==> config.mk <==
export PLATFORM = sky130hd
export DESIGN_NAME = ow_read_engine
export DESIGN_NICKNAME = d
export VERILOG_FILES = /design/src/rtl/ow_pkg.sv /design/src/rtl/ow_crc8.sv /design/src/rtl/ow_read_engine.sv
export SDC_FILE = /design/constraint.sdc
export NUM_CORES = 1
export LEC_CHECK = 0
export CORE_MARGIN = 4
export CORE_UTILIZATION = 35
export DETAILED_ROUTE_END_ITERATION = 10
export PLACE_DENSITY = 0.63
export SYNTH_ARGS = -nofsm -noshare
export SYNTH_HDL_FRONTEND = slang
export SYNTH_SLANG_ARGS = --single-unit
==> constraint.sdc <==
create_clock -name clk -period 3.9 [get_ports clk]
set_input_delay 0.39 -clock clk [delete_from_list [all_inputs] [get_ports clk]]
set_output_delay 0.39 -clock clk [all_outputs]
set_load 0.005 [all_outputs]
==> src/rtl/ow_pkg.sv <==
`default_nettype none
// ============================================================================
//  Module      : ow_pkg
//  Description : Shared 1-Wire master definitions. Holds the engine state
//                encoding, the Dallas/Maxim CRC-8 polynomial and default bus
//                timing used by the reset/presence, write and read engines.
//  Revision    : 1.0  initial release
// ============================================================================
package ow_pkg;

    // Read engine sequencing states
    typedef enum logic [1:0] {
        ST_IDLE = 2'd0,
        ST_SLOT = 2'd1,
        ST_DONE = 2'd2
    } ow_state_e;

    // Reflected form of x^8 + x^5 + x^4 + 1
    localparam logic [7:0] c_CRC8_POLY = 8'h8C;

    // Default time-slot timing, in system clock cycles
    localparam int c_DEF_INIT_CYCLES     = 5;
    localparam int c_DEF_SAMPLE_CYCLE    = 13;
    localparam int c_DEF_SLOT_CYCLES     = 60;
    localparam int c_DEF_RECOVERY_CYCLES = 2;

    // Default reset/presence timing shared with the reset engine
    localparam int c_DEF_RSTL_CYCLES     = 480;
    localparam int c_DEF_PRESENCE_SAMPLE = 70;

    // One serial step of the reflected CRC-8: feedback is LSB xor new bit
    function automatic logic [7:0] crc8_step(input logic [7:0] crc_in,
                                             input logic       bit_in);
        logic [7:0] nxt;
        nxt = crc_in >> 1;
        if (crc_in[0] ^ bit_in) begin
            nxt = nxt ^ c_CRC8_POLY;
        end
        return nxt;
    endfunction

endpackage
`default_nettype wire

==> src/rtl/ow_crc8.sv <==
`default_nettype none
// ============================================================================
//  Module      : ow_crc8
//  Description : Serial Dallas/Maxim CRC-8 accumulator. clr has priority over
//                en; one bit is absorbed per enabled cycle.
//  Revision    : 1.0  initial release
// ============================================================================
module ow_crc8
    import ow_pkg::*;
(
    input  logic       clk,
    input  logic       rst,
    input  logic       clr,
    input  logic       en,
    input  logic       bit_in,
    output logic [7:0] crc
);

    logic [7:0] crc_q;
    logic [7:0] crc_d;

    // Next CRC value: clear on a new transaction, else fold in the new bit
    always_comb begin
        crc_d = crc_q;
        if (clr) begin
            crc_d = 8'h00;
        end else if (en) begin
            crc_d = crc8_step(crc_q, bit_in);
        end
    end

    // CRC register
    always_ff @(posedge clk or posedge rst) begin
        if (rst) begin
            crc_q <= 8'h00;
        end else begin
            crc_q <= crc_d;
        end
    end

    assign crc = crc_q;

endmodule
`default_nettype wire

==> src/rtl/ow_read_engine.sv <==
`default_nettype none
// ============================================================================
//  Module      : ow_read_engine
//  Description : 1-Wire master read engine. Generates NUM_BITS read time
//                slots on an open-drain bus, samples each bit LSB first,
//                streams it out and optionally checks a CRC-8 over the run.
//  Revision    : 1.0  initial release
// ============================================================================
module ow_read_engine
    import ow_pkg::*;
#(
    parameter int NUM_BITS        = 64,
    parameter int INIT_CYCLES     = c_DEF_INIT_CYCLES,
    parameter int SAMPLE_CYCLE    = c_DEF_SAMPLE_CYCLE,
    parameter int SLOT_CYCLES     = c_DEF_SLOT_CYCLES,
    parameter int RECOVERY_CYCLES = c_DEF_RECOVERY_CYCLES,
    parameter int CRC_EN          = 1
) (
    input  logic                clk,
    input  logic                rst,
    input  logic                start,
    input  logic                abort,
    input  logic                bus_in,
    output logic                bus_drive_low,
    output logic                busy,
    output logic                done,
    output logic                bit_valid,
    output logic                bit_data,
    output logic [NUM_BITS-1:0] data,
    output logic                crc_ok
);

    // Slot period and derived counter/index widths
    localparam int PERIOD = SLOT_CYCLES + RECOVERY_CYCLES;
    localparam int CNT_W  = (PERIOD > 1)   ? $clog2(PERIOD)   : 1;
    localparam int IDX_W  = (NUM_BITS > 1) ? $clog2(NUM_BITS) : 1;

    localparam logic [CNT_W-1:0] c_CNT_LAST   = CNT_W'(PERIOD - 1);
    localparam logic [CNT_W-1:0] c_CNT_SAMPLE = CNT_W'(SAMPLE_CYCLE);
    localparam logic [CNT_W-1:0] c_CNT_INIT   = CNT_W'(INIT_CYCLES);
    localparam logic [IDX_W-1:0] c_IDX_LAST   = IDX_W'(NUM_BITS - 1);

    ow_state_e           state_q, state_d;
    logic [CNT_W-1:0]    cnt_q, cnt_d;
    logic [IDX_W-1:0]    idx_q, idx_d;
    logic [NUM_BITS-1:0] data_q, data_d;
    logic                sync1_q, sync2_q;
    logic                drive_q, drive_d;
    logic                busy_q, busy_d;
    logic                done_q, done_d;
    logic                bit_valid_q, bit_valid_d;
    logic                bit_data_q, bit_data_d;
    logic                crc_ok_q, crc_ok_d;
    logic                w_crc_clr;
    logic                w_sample;
    logic [7:0]          w_crc;

    // Two-flop synchroniser for the asynchronous pad level
    always_ff @(posedge clk or posedge rst) begin
        if (rst) begin
            sync1_q <= 1'b0;
            sync2_q <= 1'b0;
        end else begin
            sync1_q <= bus_in;
            sync2_q <= sync1_q;
        end
    end

    // Sequencing: slot counter, bit index, capture and completion decisions
    always_comb begin
        state_d     = state_q;
        cnt_d       = cnt_q;
        idx_d       = idx_q;
        data_d      = data_q;
        done_d      = 1'b0;
        bit_valid_d = 1'b0;
        bit_data_d  = bit_data_q;
        crc_ok_d    = crc_ok_q;
        w_crc_clr   = 1'b0;
        w_sample    = 1'b0;

        case (state_q)
            ST_IDLE: begin
                // abort in the same cycle suppresses the start
                if (start && !abort) begin
                    state_d   = ST_SLOT;
                    cnt_d     = '0;
                    idx_d     = '0;
                    data_d    = '0;
                    crc_ok_d  = 1'b0;
                    w_crc_clr = 1'b1;
                end
            end
            ST_SLOT: begin
                if (abort) begin
                    // Partial data is kept; the run is not reported as good
                    state_d  = ST_IDLE;
                    cnt_d    = '0;
                    crc_ok_d = 1'b0;
                end else begin
                    if (cnt_q == c_CNT_SAMPLE) begin
                        data_d[idx_q] = sync2_q;
                        bit_valid_d   = 1'b1;
                        bit_data_d    = sync2_q;
                        w_sample      = 1'b1;
                    end
                    if (cnt_q == c_CNT_LAST) begin
                        cnt_d = '0;
                        if (idx_q == c_IDX_LAST) begin
                            // Last sample was taken long before, so the CRC is final
                            state_d  = ST_DONE;
                            done_d   = 1'b1;
                            crc_ok_d = (w_crc == 8'h00);
                        end else begin
                            idx_d = idx_q + 1'b1;
                        end
                    end else begin
                        cnt_d = cnt_q + 1'b1;
                    end
                end
            end
            ST_DONE: begin
                state_d = ST_IDLE;
            end
            default: begin
                state_d = ST_IDLE;
            end
        endcase

        // Outputs are registered from the next state so they align with it
        busy_d  = (state_d == ST_SLOT);
        drive_d = (state_d == ST_SLOT) && (cnt_d < c_CNT_INIT);
    end

    // State and registered outputs
    always_ff @(posedge clk or posedge rst) begin
        if (rst) begin
            state_q     <= ST_IDLE;
            cnt_q       <= '0;
            idx_q       <= '0;
            data_q      <= '0;
            drive_q     <= 1'b0;
            busy_q      <= 1'b0;
            done_q      <= 1'b0;
            bit_valid_q <= 1'b0;
            bit_data_q  <= 1'b0;
            crc_ok_q    <= 1'b0;
        end else begin
            state_q     <= state_d;
            cnt_q       <= cnt_d;
            idx_q       <= idx_d;
            data_q      <= data_d;
            drive_q     <= drive_d;
            busy_q      <= busy_d;
            done_q      <= done_d;
            bit_valid_q <= bit_valid_d;
            bit_data_q  <= bit_data_d;
            crc_ok_q    <= crc_ok_d;
        end
    end

    // Optional CRC checker; without it the result is always reported good
    generate
        if (CRC_EN != 0) begin : g_crc
            ow_crc8 u_crc8 (
                .clk    (clk),
                .rst    (rst),
                .clr    (w_crc_clr),
                .en     (w_sample),
                .bit_in (sync2_q),
                .crc    (w_crc)
            );
            assign crc_ok = crc_ok_q;
        end else begin : g_no_crc
            assign w_crc  = 8'h00;
            assign crc_ok = 1'b1;
        end
    endgenerate

    assign bus_drive_low = drive_q;
    assign busy          = busy_q;
    assign done          = done_q;
    assign bit_valid     = bit_valid_q;
    assign bit_data      = bit_data_q;
    assign data          = data_q;

endmodule
`default_nettype wire

# Word level (Yosys, flattened, before mapping)
# Cells that the tools add are included.
# Widths: inputs -> output; s select.
[word_totals] reg_bits=94 inputBits=5
[classes] n_addsub=2 n_lt_le_gt_ge=3 eq_ne=12 muxes=38 n_bitwise=3 reduce_logical=12
[ops] op="$mux 64" n=3
[ops] op="$pmux 64 s2" n=1
[ops] op="$bwmux 64" n=1
[ops] op="$mux 6" n=7
[ops] op="$mux 8" n=3
[ops] op="$pmux 6 s2" n=2
[ops] op="$mux 1" n=14
[ops] op="$add 6x1->6 const B" n=2
[ops] op="$eq 6x6->1 const B" n=2
[ops] op="$ne 2x2->1 const B" n=5
[ops] op="$logic_not 8->1" n=1
[ops] op="$mux 2" n=4
[ops] op="$reduce_and 4->1" n=2
[ops] op="$lt 6x7->1 const B" n=1
[ops] op="$demux 1 s6" n=1
[ops] op="$eq 6x4->1 const B" n=1
[ops] op="$ge 6x1->1 const B" n=1
[ops] op="$lt 6x3->1 const B" n=1
[ops] op="$ne 3x3->1 const B" n=2
[ops] op="$reduce_and 5->1" n=1
[ops] op="$eq 2x1->1 const B" n=2
[ops] op="$pmux 2 s2" n=1
[ops] op="$reduce_bool 2->1" n=2
[ops] op="$logic_and 1x1->1" n=3
[ops] op="other kinds (7)" n=7

# Depth between registers and ports, before layout
# Gate-level depths: netlist (run 1).
[logic_depth] depth_word=8 ltp_mapped=8

# Hierarchy
# Synthesis (run 1) repeated with hierarchy kept, for this count alone.
[hier_totals] hier_cells=476 hier_area_um2=4580.6
[by_module_without_submodules] mod="ow_read_engine" instances=1 cells_each=443 area_each_um2=4211.5 seq_area_each_um2=2152.1
[by_module_without_submodules] mod="ow_crc8" instances=1 cells_each=33 area_each_um2=369.1 seq_area_each_um2=200.2

# Worst setup path after synthesis (run 1)
# Ideal clock, no wire load.
[synth_path] kind="reg2reg" from="register cnt_q[1]" to="register data_q[24], in the netlist data[24]" setup_ps=128 t_arrival_ps=1572 required_time_ps=3772 setup_slack_ps=2200 stages_incl_launch_ff=9 cell_sequence="dfrtp_1 > inv_1 > ha_1 > nand3_1 > nor4b_2 > o21ai_1 > clkbuf_1 > o21ai_0 > o21ai_1"
[synth_between] elab_chain_len=3
[synth_lines] element="start, declared" line_no="ow_read_engine.sv:44" text="logic [CNT_W-1:0] cnt_q, cnt_d;"
[synth_lines] element="start signal, assigned" line_no="ow_read_engine.sv:150" text="cnt_q <= cnt_d;"
[synth_lines] element="$eq 6x4->1" line_no="ow_read_engine.sv:101" text="if (cnt_q == c_CNT_SAMPLE) begin"
[synth_lines] element="$ne 2x2->1 (no source line)"
[synth_lines] element="$reduce_and 4->1 (no source line)"
[synth_lines] element="end signal, assigned" line_no="ow_read_engine.sv:152" text="data_q <= data_d;"
[synth_lines] element="end, declared" line_no="ow_read_engine.sv:46" text="logic [NUM_BITS-1:0] data_q, data_d;"
# Every way passes these cells.
# A chain may end at the register's enable or synchronous reset.

# Final worst setup path (run 1)
[layout_path] from="register state_q[0]" to="register data_q[37], in the netlist data[37]"
[layout_between] elab_chain_len=3
[layout_lines] element="start, declared" line_no="ow_read_engine.sv:43" text="ow_state_e state_q, state_d;"
[layout_lines] element="start signal, assigned" line_no="ow_read_engine.sv:149" text="state_q <= state_d;"
[layout_lines] element="$eq 2x1->1 / $logic_not 2->1 (equally long branches)" line_no="ow_read_engine.sv:82" text="case (state_q)"
[layout_lines] element="$ne 2x2->1 (no source line) / $reduce_bool 2->1 (equally long branches)"
[layout_lines] element="$reduce_and 4->1 (no source line)"
# Several ways; a longest one is shown, not always the timed one.

==> results of run 1 <==
==> power groups by stage <==
stage,Combinational [W],Sequential (W),Clock [W]
floorplan,0.0000738,0.00100,0
global placement,0.000101,0.00101,0
detailed placement,0.000105,0.00101,0
CTS,0.000105,0.000988,0.000906
global route,0.000117,0.000989,0.000953
finish,0.000104,0.000988,0.000891
==> stage by stage <==
step                      instance area, µm²  total power, W  setup slack (ns)  hold WS, ns  std cells
after floorplan                         4430         0.00108              1.06        0.331        457
after global placement                  5270         0.00111              1.10        0.335        667
after detailed placement                5270         0.00111              1.02        0.336        667
after CTS                               5570         0.00200              1.27        0.350        683
after global routing                    5570         0.00206              1.09        0.373        683
final                                   5570         0.00198              1.28        0.348        683
==> per-layer routing <==
layer	routed length, µm	track usage [%]	vias to the layer above
met1	5600	23.8	1938
met5	0	0	-
met3	995	4.54	23
met4	246	7.22	0
met2	6050	28.6	172
li1	-	-	1776
==> cells by family (layout without fill, tap and decap cells) <==
| kind of cell | after synthesis | in the layout |
|---|---|---|
| compound gates | 231 | 231 |
| xor+xnor | 4 | 4 |
| fa+ha+maj | 3 | 3 |
| buf+inv | 40 | 98 |
| flops | 94 | 94 |
| mux | 3 | 3 |
| simple gates | 82 | 82 |
==> path summary, 6_finish.rpt <==
path	to	slack (ns)
min in group asynchronous	data[24]$_DFFE_PP0P_	0.41
hold reg to reg	sync2_q$_DFF_PP0_	0.35
max in group asynchronous	state_q[1]$_DFF_PP0_	2.61
hold / removal	sync2_q$_DFF_PP0_	0.35
setup / recovery	data[37]$_DFFE_PP0P_	1.28
setup reg to reg	data[37]$_DFFE_PP0P_	1.28
==> layout by cell type, fill, tap and decap left out, types with 2 or more instances in the layout <==
cell type	instances
sky130_fd_sc_hd__nor2_1	12
sky130_fd_sc_hd__a21oi_1	67
sky130_fd_sc_hd__o21ai_1	64
sky130_fd_sc_hd__nand3_1	7
sky130_fd_sc_hd__inv_1	3
sky130_fd_sc_hd__o21ai_4	2
sky130_fd_sc_hd__and3b_1	4
sky130_fd_sc_hd__o21ai_0	74
sky130_fd_sc_hd__clkdlybuf4s50_1	74
sky130_fd_sc_hd__clkinv_2	2
sky130_fd_sc_hd__o21bai_1	2
sky130_fd_sc_hd__nand2_4	8
sky130_fd_sc_hd__a22o_1	8
sky130_fd_sc_hd__nor3b_2	3
sky130_fd_sc_hd__and3_1	4
sky130_fd_sc_hd__and2_1	5
sky130_fd_sc_hd__dfrtp_1	94
sky130_fd_sc_hd__clkbuf_16	9
sky130_fd_sc_hd__nor4b_2	2
sky130_fd_sc_hd__o31ai_1	2
sky130_fd_sc_hd__nand3b_1	2
sky130_fd_sc_hd__o21a_1	2
sky130_fd_sc_hd__clkinv_4	2
sky130_fd_sc_hd__a21o_1	2
sky130_fd_sc_hd__nor4_1	4
sky130_fd_sc_hd__nand2_1	16
sky130_fd_sc_hd__buf_4	4
sky130_fd_sc_hd__mux2i_1	2
sky130_fd_sc_hd__xor2_1	4
sky130_fd_sc_hd__nor2b_1	2
sky130_fd_sc_hd__ha_1	3
sky130_fd_sc_hd__o211ai_1	4
==> sequential cells by signal, summed over array words and instances, names as in the netlist <==
signal / cells
sync2_q: 1
busy: 1
idx_q: 6
crc_ok: 1
bit_data: 1
state_q: 2
data: 64
g_crc.u_crc8.crc: 8
bit_valid: 1
sync1_q: 1
cnt_q: 6
done: 1
bus_drive_low: 1
==> cell type report <==
cell class,count,share of cell area [%]
sequential,94,42.2
multi-input combinational,323,34.4
timing repair buffer,78,13.8
clock buffer,10,4.11
tap,168,3.78
clock inverter,6,1.28
inverter,4,0.292
==> worst max-delay path: cells and delay by family, from the launching register on <==
family / cells / cell delay, ns
simple gates: 4 / 1.53
flops: 1 / 0.59
buf+inv: 1 / 0.21
compound gates: 1 / 0.20
==> tab_implementation.tex, run 1 <==
\begin{tabular}{lr}
\hline
Metric & Value \\
\hline
\multicolumn{2}{l}{\textbf{Layout}} \\
\quad Area grow syn2layout & 25.6\% \\
\quad Final Net Count & 518 \\
\quad Multi-input gate area & around 1900 µm² \\
\quad Fraction of final layout cells with drive strength greater than 1 & 8.35\% \\
\quad Combined flip-flop and latch cell area & between 2000 and 2500 µm² \\
\quad Fillcell total & around 1200 \\
\quad Post-Route Utilization & 45.6\% \\
\quad Final antenna diode count & 0 \\
\multicolumn{2}{l}{\textbf{Logic synthesis}} \\
\quad Combinational family with the most area after synthesis & compound AO/OA/AOI/OAI gates \\
\quad Warning count from the yosys run & 0 \\
\quad Primary FF master, synth & sky130\_fd\_sc\_hd\_\_dfrtp\_1 \\
\quad Basic-gate share of the synthesized area counting and, or, nand and nor cells & 12.6\% \\
\quad Average instance area after synthesis & 9.70 µm² \\
\quad Fraction of post-synthesis cell area in the top cell type by area & a little over half \\
\quad Number of enable-type register cells in the synthesized netlist & 0 \\
\quad Proportion of synthesized flip-flops having asynchronous set or reset & 100\% \\
\quad Largest cells by area after synthesis & sky130\_fd\_sc\_hd\_\_dfrtp\_1 53\%, sky130\_fd\_sc\_hd\_\_o21ai\_0 8.4\%, sky130\_fd\_sc\_hd\_\_a21oi\_1 7.6\% \\
\quad Post-Synth Adder-Cell Area & less than 1\% \\
\quad Cells after Synth & between 400 and 500 \\
\quad Sequential-to-total area share from yosys stat & a little over half \\
\quad Number of storage elements in the synthesis netlist & between 90 and 100 \\
\quad Post-Synth XOR/XNOR Area & less than 1\% \\
\quad Number of nets in the synthesized netlist & about 470 \\
\quad Dominant cell type by area after synthesis & sky130\_fd\_sc\_hd\_\_dfrtp\_1 \\
\quad Number of distinct library cell variants in the gate-level netlist after synthesis & 50 \\
\quad Commonest cells in the synthesized netlist & 94 x sky130\_fd\_sc\_hd\_\_dfrtp\_1, 74 x sky130\_fd\_sc\_hd\_\_o21ai\_0, 67 x sky130\_fd\_sc\_hd\_\_a21oi\_1 \\
\quad Post-synthesis compound-gate area fraction & $\sim$28\% \\
\quad Most common cell in the synthesized netlist & sky130\_fd\_sc\_hd\_\_dfrtp\_1 \\
\quad Netlist area before placement & $\sim$4400 µm² \\
\quad Mux contribution to synthesized area & 0.706\% \\
\multicolumn{2}{l}{\textbf{Pwr}} \\
\quad Sequential fraction of design power & 49.8\% \\
\quad Internal power & 0.00152 W \\
\quad Clock share of power & $\sim$45\% \\
\quad Switching part of the total & a little under a quarter \\
\quad Maximum VDD drop & 267 µV \\
\quad Leakage power & about 2.4 nW \\
\quad Total power per unit cell area & approximately 360 nW/µm² \\
\quad Logic gate share of total power & approximately 5.3\% \\
\quad Net switching component of the power & around 0.00047 W \\
\multicolumn{2}{l}{\textbf{Timing}} \\
\quad Hold Violations, Final & 0 \\
\quad Sum of negative setup slack & 0 ns \\
\quad Actual transition at the worst max-transition pin & between 1 and 1.5 ns \\
\quad Shortest period the worst path allows & between 2 and 3 ns \\
\quad Clock Skew & about 0.0084 ns \\
\quad Max-slew headroom at the worst pin & a little over an eighth \\
\quad Period utilisation layout & a little under 70\% \\
\quad Final setup violation count & 0 \\
\quad Setup repair after global routing missed its margin & no \\
\quad Highest clock frequency the design can meet & between 300 and 400 MHz \\
\quad Final max-slew violation count & 0 \\
\multicolumn{2}{l}{\textbf{Setup path}} \\
\quad Required time worst endpoint & around 4.2 ns \\
\quad Longest individual stage delay on the worst path & 0.63 ns \\
\quad Worst setup path startpoint & state\_q[0]\$\_DFF\_PP0\_ \\
\quad Top fanout value on the critical path & 13 \\
\quad Startpoint of the lowest-slack register-to-register path & state\_q[0]\$\_DFF\_PP0\_ \\
\quad Kind of start point of the critical path & flop \\
\quad Depth of the most critical reg-to-reg path & 6 \\
\quad Data arrival time at the worst-slack endpoint & approximately 2.9 ns \\
\quad Worst path slowest cell & sky130\_fd\_sc\_hd\_\_and2\_1 \\
\quad Kind of end point of the critical path & flop \\
\quad CP Cell Sequence & nor3b\_4 -> nor4b\_2 -> buf\_4 -> and2\_1 -> nand2\_4 -> o21ai\_1 \\
\quad Classification of the worst setup path & reg2reg \\
\multicolumn{2}{l}{\textbf{Routing}} \\
\quad Routed WL & approximately 13 mm \\
\quad Overall via count from detail\_route & slightly below 4000 \\
\quad Drt pass-1 iters & 5 \\
\quad 1st-iter DRT viols & around 450 \\
\quad DRC & 0 \\
\quad Wire length per cell after detailed routing & about 19 µm \\
\quad Ratio of routed vias to standard cells & 5.72 \\
\quad Post-route antenna net violation count & 0 \\
\multicolumn{2}{l}{\textbf{Clocking}} \\
\quad Clock Tree Root & sky130\_fd\_sc\_hd\_\_clkbuf\_16 \\
\quad Largest buffer count on any clock path & 2 \\
\quad Gates resized, CTS repair & 0 \\
\quad Clk sinks & 94 \\
\quad Cts hold-fix bufs & 0 \\
\quad Post-CTS setup repair buffer count & 0 \\
\quad Number of buffers created by CTS & 9 \\
\quad Clock transition at path regs & approximately 0.060 ns \\
\quad Clk Latency, worst-skew pair & approximately 0.35 ns \\
\quad H-tree Lvls & 3 \\
\quad Clock tree from TritonCTS & built \\
\multicolumn{2}{l}{\textbf{Floorplan}} \\
\quad Row count & 40 \\
\quad Core region area & 12200 µm² \\
\quad Die Y & $\sim$120 µm \\
\quad X dimension of the die & 121 µm \\
\quad Top-Level Pins & 75 \\
\quad Die Outline Area & 14500 µm² \\
\quad Starting Density & 36.3\% \\
\multicolumn{2}{l}{\textbf{GRT}} \\
\quad First-pass GRT wire length & around 21 mm \\
\quad Initial antenna violation count & 0 \\
\quad Maximum number of pins on one net before global-route repair & around 70 \\
\quad Vias in the first global route & 3749 \\
\quad Total routing usage reported by global routing & a little under a fifth \\
\quad Overflow after GRT & 0 \\
\multicolumn{2}{l}{\textbf{Flow run}} \\
\quad Total of max-cap violations & 0 \\
\multicolumn{2}{l}{\textbf{Hold path}} \\
\quad Hold path depth & 0 \\
\quad Startpoint of the worst hold path & sync1\_q\$\_DFF\_PP0\_ \\
\quad Worst min-delay path class & reg2reg \\
\multicolumn{2}{l}{\textbf{Placed design}} \\
\quad Routability Congestion & roughly 0.80 \\
\quad Detailed Place HPWL & approximately 8.5 mm \\
\quad PortBufs & 74 \\
\multicolumn{2}{l}{\textbf{Status}} \\
\quad Status & completed \\
\hline
\end{tabular}
Note: power is estimated with default switching activity, not from simulation.
==> run 2, diff against run 1 <==
- PLACE_DENSITY: 0.63 -> 0.65
- clock period: 3.9 -> 2.3 ns (I/O delays scaled with it)
==> run 2 against run 1 <==
Wire length hardly changed; clock power up 55%; non-clock buffer count rose by 18; sequential power increased by 69%; sequential share of layout area down 1.2 points; flip-flop and latch count stayed put; die area stayed put; critical path type unchanged; critical endpoint is now data[62]$_DFFE_PP0P_; largest cell class unchanged; largest power group unchanged; highest routed layer unchanged.
==> tab_implementation.tex, run 2 (synthesis results as in run 1) <==
\begin{tabular}{lr}
\hline
Metric & Value \\
\hline
\multicolumn{2}{l}{\textbf{Timing}} \\
\quad Hold Violations, Final & 0 \\
\quad Highest clock frequency the design can meet & $\sim$490 MHz \\
\quad Actual transition at the worst max-transition pin & 0.582 ns \\
\quad Worst Slack Setup Final & 0.258 ns \\
\quad Clock Skew & about 0.015 ns \\
\quad Final setup violation count & 0 \\
\quad Max-slew headroom at the worst pin & 61.1\% \\
\quad Sum of negative setup slack & 0 ns \\
\quad Period utilisation layout & between 80\% and 90\% \\
\quad Final max-slew violation count & 0 \\
\quad Shortest period the worst path allows & 2.04 ns \\
\quad Setup repair after global routing missed its margin & no \\
\multicolumn{2}{l}{\textbf{Layout}} \\
\quad Combined flip-flop and latch cell area & roughly 2400 µm² \\
\quad Multi-input gate area & roughly 1900 µm² \\
\quad Max FFs per register & 64 \\
\quad Leading cell type in the layout, fill and taps excluded & sky130\_fd\_sc\_hd\_\_dfrtp\_1 \\
\quad Final antenna diode count & 0 \\
\quad Fraction of final layout cells with drive strength greater than 1 & 11.4\% \\
\quad Fillcell total & 1174 \\
\quad Post-Route Utilization & 46.9\% \\
\quad Final Net Count & 536 \\
\quad Commonest cells after routing, fill and taps aside & 94 x sky130\_fd\_sc\_hd\_\_dfrtp\_1, 74 x sky130\_fd\_sc\_hd\_\_o21ai\_0, 74 x sky130\_fd\_sc\_hd\_\_clkdlybuf4s50\_1 \\
\quad Area grow syn2layout & 29.3\% \\
\multicolumn{2}{l}{\textbf{Pwr}} \\
\quad Leakage power & 2.49 nW \\
\quad Total power per unit cell area & approximately 570 nW/µm² \\
\quad Maximum VDD drop & 454 µV \\
\quad Overall Power & about 0.0032 W \\
\multicolumn{2}{l}{\textbf{GRT}} \\
\quad First-pass GRT wire length & 20.6 mm \\
\quad Vias in the first global route & between 3000 and 4000 \\
\quad Overflow after GRT & 0 \\
\quad Total routing usage reported by global routing & $\sim$18\% \\
\quad Maximum number of pins on one net before global-route repair & 69 \\
\quad Initial antenna violation count & 0 \\
\multicolumn{2}{l}{\textbf{Clocking}} \\
\quad Clk Latency, worst-skew pair & around 0.35 ns \\
\quad Cts hold-fix bufs & 0 \\
\quad H-tree Lvls & 3 \\
\quad Clock tree from TritonCTS & built \\
\quad Number of buffers created by CTS & 9 \\
\quad Largest buffer count on any clock path & 2 \\
\quad Clock Tree Root & sky130\_fd\_sc\_hd\_\_clkbuf\_16 \\
\quad Gates resized, CTS repair & 0 \\
\quad Clk sinks & 94 \\
\quad Clock transition at path regs & 0.07 ns \\
\quad Post-CTS setup repair buffer count & 0 \\
\multicolumn{2}{l}{\textbf{Placed design}} \\
\quad PortBufs & 74 \\
\quad Routability Congestion & slightly above 0.8 \\
\quad Post-placement setup slack & between 0.2 and 0.3 ns \\
\quad Detailed Place HPWL & roughly 8.7 mm \\
\multicolumn{2}{l}{\textbf{Hold path}} \\
\quad Worst min-delay path class & in2async \\
\multicolumn{2}{l}{\textbf{Routing}} \\
\quad Ratio of routed vias to standard cells & roughly 5.7 \\
\quad Wire length per cell after detailed routing & roughly 18 µm \\
\quad Post-route antenna net violation count & 0 \\
\quad Drt pass-1 iters & 5 \\
\quad Routed WL & between 10 and 15 mm \\
\quad Overall via count from detail\_route & 3966 \\
\quad 1st-iter DRT viols & 530 \\
\quad DRC & 0 \\
\multicolumn{2}{l}{\textbf{Setup path}} \\
\quad Startpoint of the lowest-slack register-to-register path & cnt\_q[0]\$\_DFF\_PP0\_ \\
\quad Worst path slowest cell & sky130\_fd\_sc\_hd\_\_dfrtp\_1 \\
\quad Data arrival time at the worst-slack endpoint & 2.27 ns \\
\quad Classification of the worst setup path & reg2reg \\
\quad Required time worst endpoint & between 2 and 3 ns \\
\quad Kind of end point of the critical path & flop \\
\quad Longest individual stage delay on the worst path & $\sim$0.46 ns \\
\quad Buffers and inverters on the worst path & 1 \\
\quad CP Cell Sequence & ha\_1 -> nand3\_1 -> nor4b\_2 -> o21ai\_4 -> buf\_12 -> o21ai\_0 -> o21ai\_1 \\
\quad Dominant delay contributor by cell family on the critical path & simple AND/OR/NAND/NOR gates \\
\quad Top fanout value on the critical path & 64 \\
\quad Worst setup path startpoint & cnt\_q[0]\$\_DFF\_PP0\_ \\
\quad Kind of start point of the critical path & flop \\
\multicolumn{2}{l}{\textbf{Status}} \\
\quad Status & completed \\
\multicolumn{2}{l}{\textbf{Floorplan}} \\
\quad Starting Density & between 30\% and 40\% \\
\quad Die Y & 121 µm \\
\quad Top-Level Pins & 75 \\
\quad Die Outline Area & roughly 15000 µm² \\
\quad Core region area & roughly 12000 µm² \\
\quad X dimension of the die & approximately 120 µm \\
\quad Row count & 40 \\
\multicolumn{2}{l}{\textbf{Flow run}} \\
\quad Total of max-cap violations & 0 \\
\hline
\end{tabular}
==> run 2: power by group <==
group          total (W)  switching, W  internal, W
clock network    0.00138      0.000644     0.000738
registers        0.00167     0.0000101      0.00166
logic           0.000195      0.000128    0.0000670
==> run 2: metal layers <==
metal | GRT usage, % | routed length (µm)
met1 | 25.2 | 5670
met2 | 27.0 | 6000
met3 | 4.26 | 925
met4 | 6.52 | 292
met5 | 0 | 0
==> run 2: layout make-up <==
type | count | share of cell area [%]
sequential | 94 | 41.0
multi-input combinational | 323 | 33.5
timing repair buffer | 96 | 16.7
clock buffer | 10 | 4.00
tap | 168 | 3.67
clock inverter | 6 | 0.808
inverter | 4 | 0.328
==> run 2: worst paths after layout <==
check                                             endpoint  slack (ns)  cells past startpoint
min in group clk                         sync1_q$_DFF_PP0_        0.34                      1
setup reg to reg                      data[62]$_DFFE_PP0P_        0.26                      7
max in group asynchronous  g_crc.u_crc8.crc[5]$_DFFE_PP0P_        1.65                      3
setup / recovery                      data[62]$_DFFE_PP0P_        0.26                      7
hold / removal                        data[26]$_DFFE_PP0P_        0.33                      3
hold reg to reg                          sync2_q$_DFF_PP0_        0.35                      0
==> run 2: per-stage QoR <==
stage | cell area, µm² | hold WS, ns | instances
after floorplan | 4440 | 0.261 | 457
after global placement | 5460 | 0.335 | 685
after detailed placement | 5460 | 0.343 | 685
after CTS | 5730 | 0.323 | 701
after global routing | 5730 | 0.334 | 701
final | 5730 | 0.331 | 701
==> run 2: worst register-to-register path, stage by stage, from the launching register on <==
cell                      delay (ns)
sky130_fd_sc_hd__dfrtp_1        0.46
sky130_fd_sc_hd__ha_1           0.25
sky130_fd_sc_hd__nand3_1        0.15
sky130_fd_sc_hd__nor4b_2        0.38
sky130_fd_sc_hd__o21ai_4        0.15
sky130_fd_sc_hd__buf_12         0.22
sky130_fd_sc_hd__o21ai_0        0.24
sky130_fd_sc_hd__o21ai_1        0.09
